[config.mk]
export PLATFORM = sky130hd
export DESIGN_NAME = lsu_axi_master
export DESIGN_NICKNAME = d
export VERILOG_FILES = /design/src/rtl/lsu_axi_master.sv
export SDC_FILE = /design/constraint.sdc
export NUM_CORES = 1
export LEC_CHECK = 0
export ABC_AREA = 1
export CAP_MARGIN = 5
export CORE_MARGIN = 2
export CORE_UTILIZATION = 45
export CTS_CLUSTER_SIZE = 12
export DETAILED_ROUTE_END_ITERATION = 10
export PLACE_DENSITY_LB_ADDON = 0.05
export SLEW_MARGIN = 20
export SYNTH_ARGS = -nofsm -noshare
export SYNTH_HDL_FRONTEND = slang
export SYNTH_SLANG_ARGS = --single-unit
[constraint.sdc]
create_clock -name clk -period 2.7 [get_ports clk]
set_input_delay 0.675 -clock clk [delete_from_list [all_inputs] [get_ports clk]]
set_output_delay 0.675 -clock clk [all_outputs]
set_load 0.02 [all_outputs]
[src/rtl/lsu_axi_master.sv]
// lsu_axi_master
//   AXI-lite data-side master for the load/store unit. It takes one LSU
//   request at a time and runs it on the bus. Loads use AR/R and stores use
//   AW/W/B. Stores get byte-lane strobes and replicated write data. Loads
//   get lane extraction plus sign or zero extension.
//
// Ports
//   clk, rst_n        clock, synchronous active-low reset
//   req_*             LSU request: valid/ready handshake, we, byte address,
//                     right-aligned store data, size (0 b, 1 h, 2 w),
//                     unsigned-load flag
//   resp_*            one-cycle completion pulse, extended load data, error
//   ar*/r*            AXI-lite read address / read data channels
//   aw*/w*/b*         AXI-lite write address / write data / write response
//
// All bus outputs and resp_* are flops. req_ready is a decode of the state
// register.
module lsu_axi_master (
  input  logic        clk,
  input  logic        rst_n,
  input  logic        req_valid,
  output logic        req_ready,
  input  logic        req_we,
  input  logic [31:0] req_addr,
  input  logic [31:0] req_wdata,
  input  logic [1:0]  req_size,
  input  logic        req_unsigned,
  output logic        resp_valid,
  output logic [31:0] resp_rdata,
  output logic        resp_err,
  output logic [31:0] araddr,
  output logic        arvalid,
  input  logic        arready,
  input  logic [31:0] rdata,
  input  logic [1:0]  rresp,
  input  logic        rvalid,
  output logic        rready,
  output logic [31:0] awaddr,
  output logic        awvalid,
  input  logic        awready,
  output logic [31:0] wdata,
  output logic [3:0]  wstrb,
  output logic        wvalid,
  input  logic        wready,
  input  logic [1:0]  bresp,
  input  logic        bvalid,
  output logic        bready
);

  typedef enum logic [2:0] {
    IDLE,
    RD_ADDR,
    RD_DATA,
    WR_REQ,
    WR_RESP,
    ERR
  } state_t;

  state_t      state_q, state_d;
  logic [1:0]  off_q, off_d;
  logic [1:0]  size_q, size_d;
  logic        uns_q, uns_d;
  logic        aw_done_q, aw_done_d;
  logic        w_done_q, w_done_d;

  logic [31:0] araddr_q, araddr_d;
  logic        arvalid_q, arvalid_d;
  logic        rready_q, rready_d;
  logic [31:0] awaddr_q, awaddr_d;
  logic        awvalid_q, awvalid_d;
  logic [31:0] wdata_q, wdata_d;
  logic [3:0]  wstrb_q, wstrb_d;
  logic        wvalid_q, wvalid_d;
  logic        bready_q, bready_d;
  logic        resp_valid_q, resp_valid_d;
  logic [31:0] resp_rdata_q, resp_rdata_d;
  logic        resp_err_q, resp_err_d;

  logic        illegal;
  logic [3:0]  strb_req;
  logic [31:0] wdata_req;
  logic [31:0] lane;
  logic [31:0] ld_ext;

  // Request decode: alignment check, strobes and lane replication.
  always_comb begin
    illegal = (req_size == 2'd3)
            | ((req_size == 2'd1) & req_addr[0])
            | ((req_size == 2'd2) & (req_addr[1:0] != 2'b00));
    case (req_size)
      2'd0: begin
        strb_req  = 4'b0001 << req_addr[1:0];
        wdata_req = {4{req_wdata[7:0]}};
      end
      2'd1: begin
        strb_req  = 4'b0011 << req_addr[1:0];
        wdata_req = {2{req_wdata[15:0]}};
      end
      default: begin
        strb_req  = 4'b1111;
        wdata_req = req_wdata;
      end
    endcase
  end

  // Load data: shift the addressed lane down, then extend by size.
  always_comb begin
    lane = rdata >> {off_q, 3'b000};
    case (size_q)
      2'd0:    ld_ext = uns_q ? {24'h0, lane[7:0]}  : {{24{lane[7]}}, lane[7:0]};
      2'd1:    ld_ext = uns_q ? {16'h0, lane[15:0]} : {{16{lane[15]}}, lane[15:0]};
      default: ld_ext = lane;
    endcase
  end

  always_comb begin
    state_d      = state_q;
    off_d        = off_q;
    size_d       = size_q;
    uns_d        = uns_q;
    aw_done_d    = aw_done_q;
    w_done_d     = w_done_q;
    araddr_d     = araddr_q;
    arvalid_d    = arvalid_q;
    rready_d     = rready_q;
    awaddr_d     = awaddr_q;
    awvalid_d    = awvalid_q;
    wdata_d      = wdata_q;
    wstrb_d      = wstrb_q;
    wvalid_d     = wvalid_q;
    bready_d     = bready_q;
    resp_valid_d = 1'b0;
    resp_err_d   = 1'b0;
    resp_rdata_d = '0;

    case (state_q)
      IDLE: begin
        if (req_valid) begin
          off_d  = req_addr[1:0];
          size_d = req_size;
          uns_d  = req_unsigned;
          if (illegal) begin
            // The error pulse is raised on the accept edge so it appears
            // one cycle after acceptance; ERR then holds off new requests.
            resp_valid_d = 1'b1;
            resp_err_d   = 1'b1;
            state_d      = ERR;
          end else if (req_we) begin
            awaddr_d  = req_addr;
            wdata_d   = wdata_req;
            wstrb_d   = strb_req;
            awvalid_d = 1'b1;
            wvalid_d  = 1'b1;
            aw_done_d = 1'b0;
            w_done_d  = 1'b0;
            state_d   = WR_REQ;
          end else begin
            araddr_d  = req_addr;
            arvalid_d = 1'b1;
            state_d   = RD_ADDR;
          end
        end
      end

      RD_ADDR: begin
        if (arready) begin
          arvalid_d = 1'b0;
          rready_d  = 1'b1;
          state_d   = RD_DATA;
        end
      end

      RD_DATA: begin
        if (rvalid) begin
          rready_d     = 1'b0;
          resp_valid_d = 1'b1;
          resp_err_d   = (rresp != 2'b00);
          resp_rdata_d = (rresp != 2'b00) ? '0 : ld_ext;
          state_d      = IDLE;
        end
      end

      WR_REQ: begin
        // AW and W retire independently; the flags remember which one has.
        if (awvalid_q && awready) begin
          awvalid_d = 1'b0;
          aw_done_d = 1'b1;
        end
        if (wvalid_q && wready) begin
          wvalid_d = 1'b0;
          w_done_d = 1'b1;
        end
        if (aw_done_d && w_done_d) begin
          bready_d = 1'b1;
          state_d  = WR_RESP;
        end
      end

      WR_RESP: begin
        if (bvalid) begin
          bready_d     = 1'b0;
          resp_valid_d = 1'b1;
          resp_err_d   = (bresp != 2'b00);
          state_d      = IDLE;
        end
      end

      ERR: begin
        state_d = IDLE;
      end

      default: begin
        state_d = IDLE;
      end
    endcase
  end

  always_ff @(posedge clk) begin
    if (!rst_n) begin
      state_q      <= IDLE;
      off_q        <= '0;
      size_q       <= '0;
      uns_q        <= 1'b0;
      aw_done_q    <= 1'b0;
      w_done_q     <= 1'b0;
      araddr_q     <= '0;
      arvalid_q    <= 1'b0;
      rready_q     <= 1'b0;
      awaddr_q     <= '0;
      awvalid_q    <= 1'b0;
      wdata_q      <= '0;
      wstrb_q      <= '0;
      wvalid_q     <= 1'b0;
      bready_q     <= 1'b0;
      resp_valid_q <= 1'b0;
      resp_rdata_q <= '0;
      resp_err_q   <= 1'b0;
    end else begin
      state_q      <= state_d;
      off_q        <= off_d;
      size_q       <= size_d;
      uns_q        <= uns_d;
      aw_done_q    <= aw_done_d;
      w_done_q     <= w_done_d;
      araddr_q     <= araddr_d;
      arvalid_q    <= arvalid_d;
      rready_q     <= rready_d;
      awaddr_q     <= awaddr_d;
      awvalid_q    <= awvalid_d;
      wdata_q      <= wdata_d;
      wstrb_q      <= wstrb_d;
      wvalid_q     <= wvalid_d;
      bready_q     <= bready_d;
      resp_valid_q <= resp_valid_d;
      resp_rdata_q <= resp_rdata_d;
      resp_err_q   <= resp_err_d;
    end
  end

  assign req_ready  = (state_q == IDLE);
  assign resp_valid = resp_valid_q;
  assign resp_rdata = resp_rdata_q;
  assign resp_err   = resp_err_q;
  assign araddr     = araddr_q;
  assign arvalid    = arvalid_q;
  assign rready     = rready_q;
  assign awaddr     = awaddr_q;
  assign awvalid    = awvalid_q;
  assign wdata      = wdata_q;
  assign wstrb      = wstrb_q;
  assign wvalid     = wvalid_q;
  assign bready     = bready_q;

endmodule

==> impl_table.tex <==
\begin{tabular}{lr}
\hline
Metric & Value \\
\hline
\multicolumn{2}{l}{\textbf{Status}} \\
Outcome & finished, final reports clean \\
\multicolumn{2}{l}{\textbf{Logic synthesis}} \\
Part of the Yosys area used for sequential elements & 0.493 \\
Syn\_nets & 943 \\
Count of synthesis-stage warnings from yosys & 0 \\
Flip-flop cell with the highest count after synthesis & dfxtp\_1 \\
Synth area leaders & dfxtp\_1 49\%, nor2\_1 10\%, nand2\_1 8.2\% \\
Most repeated cell in the gate-level netlist after synthesis & nor2\_1 \\
Cell Area, Synth & 0.00605 mm2 \\
Avg Synthesized Cell Area & 7.28 um2 \\
Post-synthesis register bit count & 149 \\
Area share of the largest cell type after synthesis & 0.493 \\
Count of different cell masters after synthesis & 27 \\
Ys async rst share & 0 \\
Most common library cells after synthesis & 161 x nor2\_1, 149 x dfxtp\_1, 132 x nand2\_1 \\
Number of flops mapped to enable cells by yosys & 0 \\
Cell taking the most area after synthesis & dfxtp\_1 \\
Number of instances in the synthesized netlist & 831 \\
\multicolumn{2}{l}{\textbf{Clocking}} \\
Post-CTS Hold Fix Bufs & 0 \\
CTS max path bufs & 2 \\
Number of gates resized after cts & 0 \\
TritonCTS clock tree & yes \\
Htree depth & 4 \\
Number of clock sinks & 149 \\
CTS Buf Count & 17 \\
Buffers inserted by post-CTS timing repair & 0 \\
Library cell used as clock root buffer & clkbuf\_16 \\
Clock latency of the later-clocked register in the worst-skew pair & 0.42 ns \\
Post-CTS clock slew at the launch and capture registers of the worst setup and hold paths & 0.06 ns \\
\multicolumn{2}{l}{\textbf{Placement}} \\
Placed cells & 1,219 \\
Port Buf Inserts & 251 \\
Place WS & 0.193 ns \\
Final estimated routing congestion in global placement & 0.839 \\
Cell Area, Placed & 0.00861 mm2 \\
Half-perimeter wire length after detailed placement & 12,700 um \\
\multicolumn{2}{l}{\textbf{Detailed routing}} \\
Vias per std cell & 4.98 \\
Number of vias after detailed routing & 6,226 \\
Number of nets still failing antenna checks after routing & 0 \\
Post-detailed-routing wire length & 18,000 um \\
Number of detailed-routing iterations run before antenna repair & 7 \\
Wirelength per Cell & 14.4 um \\
Iteration-0 DRC Markers & 429 \\
\# DRC & 0 \\
\multicolumn{2}{l}{\textbf{STA}} \\
Sum of negative setup slack & 0 ns \\
Max-slew violation total from the final report & 0 \\
Final worst-path setup slack & 0.242 ns \\
Share of the clock period used by the worst path after layout & 0.910 \\
Number of hold violations in the final report & 0 \\
Setup repair after global routing missed its margin & false \\
Slew at the pin with the worst max-slew slack & 0.668 ns \\
Finish-stage setup viols & 0 \\
Fin Hold WS & 0.448 ns \\
Shortest clock period the worst path allows after layout & 2.46 ns \\
Highest attainable clock frequency & 407 MHz \\
Worst Skew & 0.00535 ns \\
Slew Limit Headroom & 0.553 \\
\multicolumn{2}{l}{\textbf{Worst setup path}} \\
Endpoint type of the worst setup path & output pin \\
Highest net fanout along the worst path & 6 \\
Start-to-end type of the worst setup path & flop to output pin \\
WP data required & 2.03 ns \\
CP Data Arrival Time & 1.78 ns \\
Launching element type of the critical path & flop \\
Number of cells on the worst reg-to-reg path & 7 \\
\multicolumn{2}{l}{\textbf{Global routing}} \\
Gr ovfl total & 0 \\
First-pass GRT wire length & 28,600 um \\
Maximum number of pins on one net before global-route repair & 85 \\
Overall Global Routing Usage & 0.250 \\
Number of global-route vias before repair & 5,755 \\
Number of antenna violations at the first check in global routing & 0 \\
\multicolumn{2}{l}{\textbf{Final layout}} \\
Post-layout nets & 1,174 \\
Number of inserted diodes & 0 \\
Number of non-filler instances in the completed layout & 1,251 \\
Share of final-layout standard cells stronger than drive strength 1 & 0.0577 \\
Final Cell Area & 0.00917 mm2 \\
Filler Cells Inserted & 1,168 \\
Layout Utilization & 0.695 \\
Area added between synthesis and finish & 51.6\% \\
\multicolumn{2}{l}{\textbf{Die}} \\
Placeable core area & 0.0132 mm2 \\
Height of the die & 120 um \\
Initial standard-cell utilization of the core & 0.459 \\
Standard-cell row count & 42 \\
Top-level port count & 252 \\
Floorplan die width & 120 um \\
Total Die Area & 0.0144 mm2 \\
\multicolumn{2}{l}{\textbf{Pwr}} \\
Areal power density over the cells & 804 mW/mm2 \\
Leakage dissipation & 3.88 nW \\
Post-layout total power & 7.38 mW \\
Peak supply drop & 0.000513 V \\
\multicolumn{2}{l}{\textbf{Hold path}} \\
Worst hold stages & 2 \\
Hold Crit Class & flop to flop \\
\multicolumn{2}{l}{\textbf{Flow run}} \\
Number of maximum-capacitance violations & 0 \\
\hline
\end{tabular}
## layer usage
layer / global-route usage / vias to the layer above / routed length [um]
met2: 0.404 / 218 / 8360
met3: 0.0803 / 32 / 1440
met1: 0.308 / 2806 / 7800
met5: 0 / - / 0
li1: - / 3170 / -
met4: 0.0971 / 0 / 439
## sequential cells by signal, indices dropped and copies added (netlist names), 2 cells and up
signal      count
wdata          32
wstrb           4
awaddr         32
state_q         3
resp_rdata     32
off_q           2
size_q          2
araddr         32
## where the power goes
part           switching (mW)  internal, mW  leakage (nW)
registers               0.176          2.50          1.21
clock network           0.912          1.31         0.265
logic                    1.44          1.04          2.40
## final timing paths
path,startpoint,endpoint,slack [ns]
max,state_q[0]$_SDFFE_PN0P_,req_ready,0.24
min,bready$_SDFFE_PN0P_,bready$_SDFFE_PN0P_,0.45
max reg2reg,off_q[0]$_SDFFE_PN0P_,resp_rdata[17]$_SDFF_PP0_,0.82
min reg2reg,bready$_SDFFE_PN0P_,bready$_SDFFE_PN0P_,0.45
## critical path, cell delays in order, from the launching register on
cell	delay [ns]
dfxtp_1	0.37
nor2_4	0.17
nand2_2	0.07
inv_2	0.09
clkdlybuf4s50_1	0.66
## final cells by class
class	count	area [um2]	share of cell area
Multi-Input combinational cell	575	2550	0.279
Clock buffer	21	460	0.0502
Sequential cell	149	2980	0.325
Inverter	52	198	0.0216
Timing Repair Buffer	267	2650	0.289
Clock inverter	11	101	0.0111
Tap cell	176	220	0.0240
## logic make-up (layout without fill, tap and decap cells)
logic type | count (synthesis) | after routing | synth area share
flops | 149 | 149 | 0.493
simple gates | 365 | 365 | 0.247
compound gates | 210 | 210 | 0.175
buf+inv | 107 | 351 | 0.0844
## layout by cell type (no fill, tap or decap), types with 3 or more instances in the layout
cell type / n
dfxtp_1: 149
clkinvlp_4: 4
buf_4: 14
nand3_1: 59
clkinv_2: 3
nand2_1: 132
clkdlybuf4s50_1: 250
inv_2: 6
o21ai_1: 26
o21ai_0: 98
nor2_1: 161
nand2_2: 3
clkbuf_16: 17
inv_1: 44
a21oi_1: 82
(Power assumes the default switching activity.)
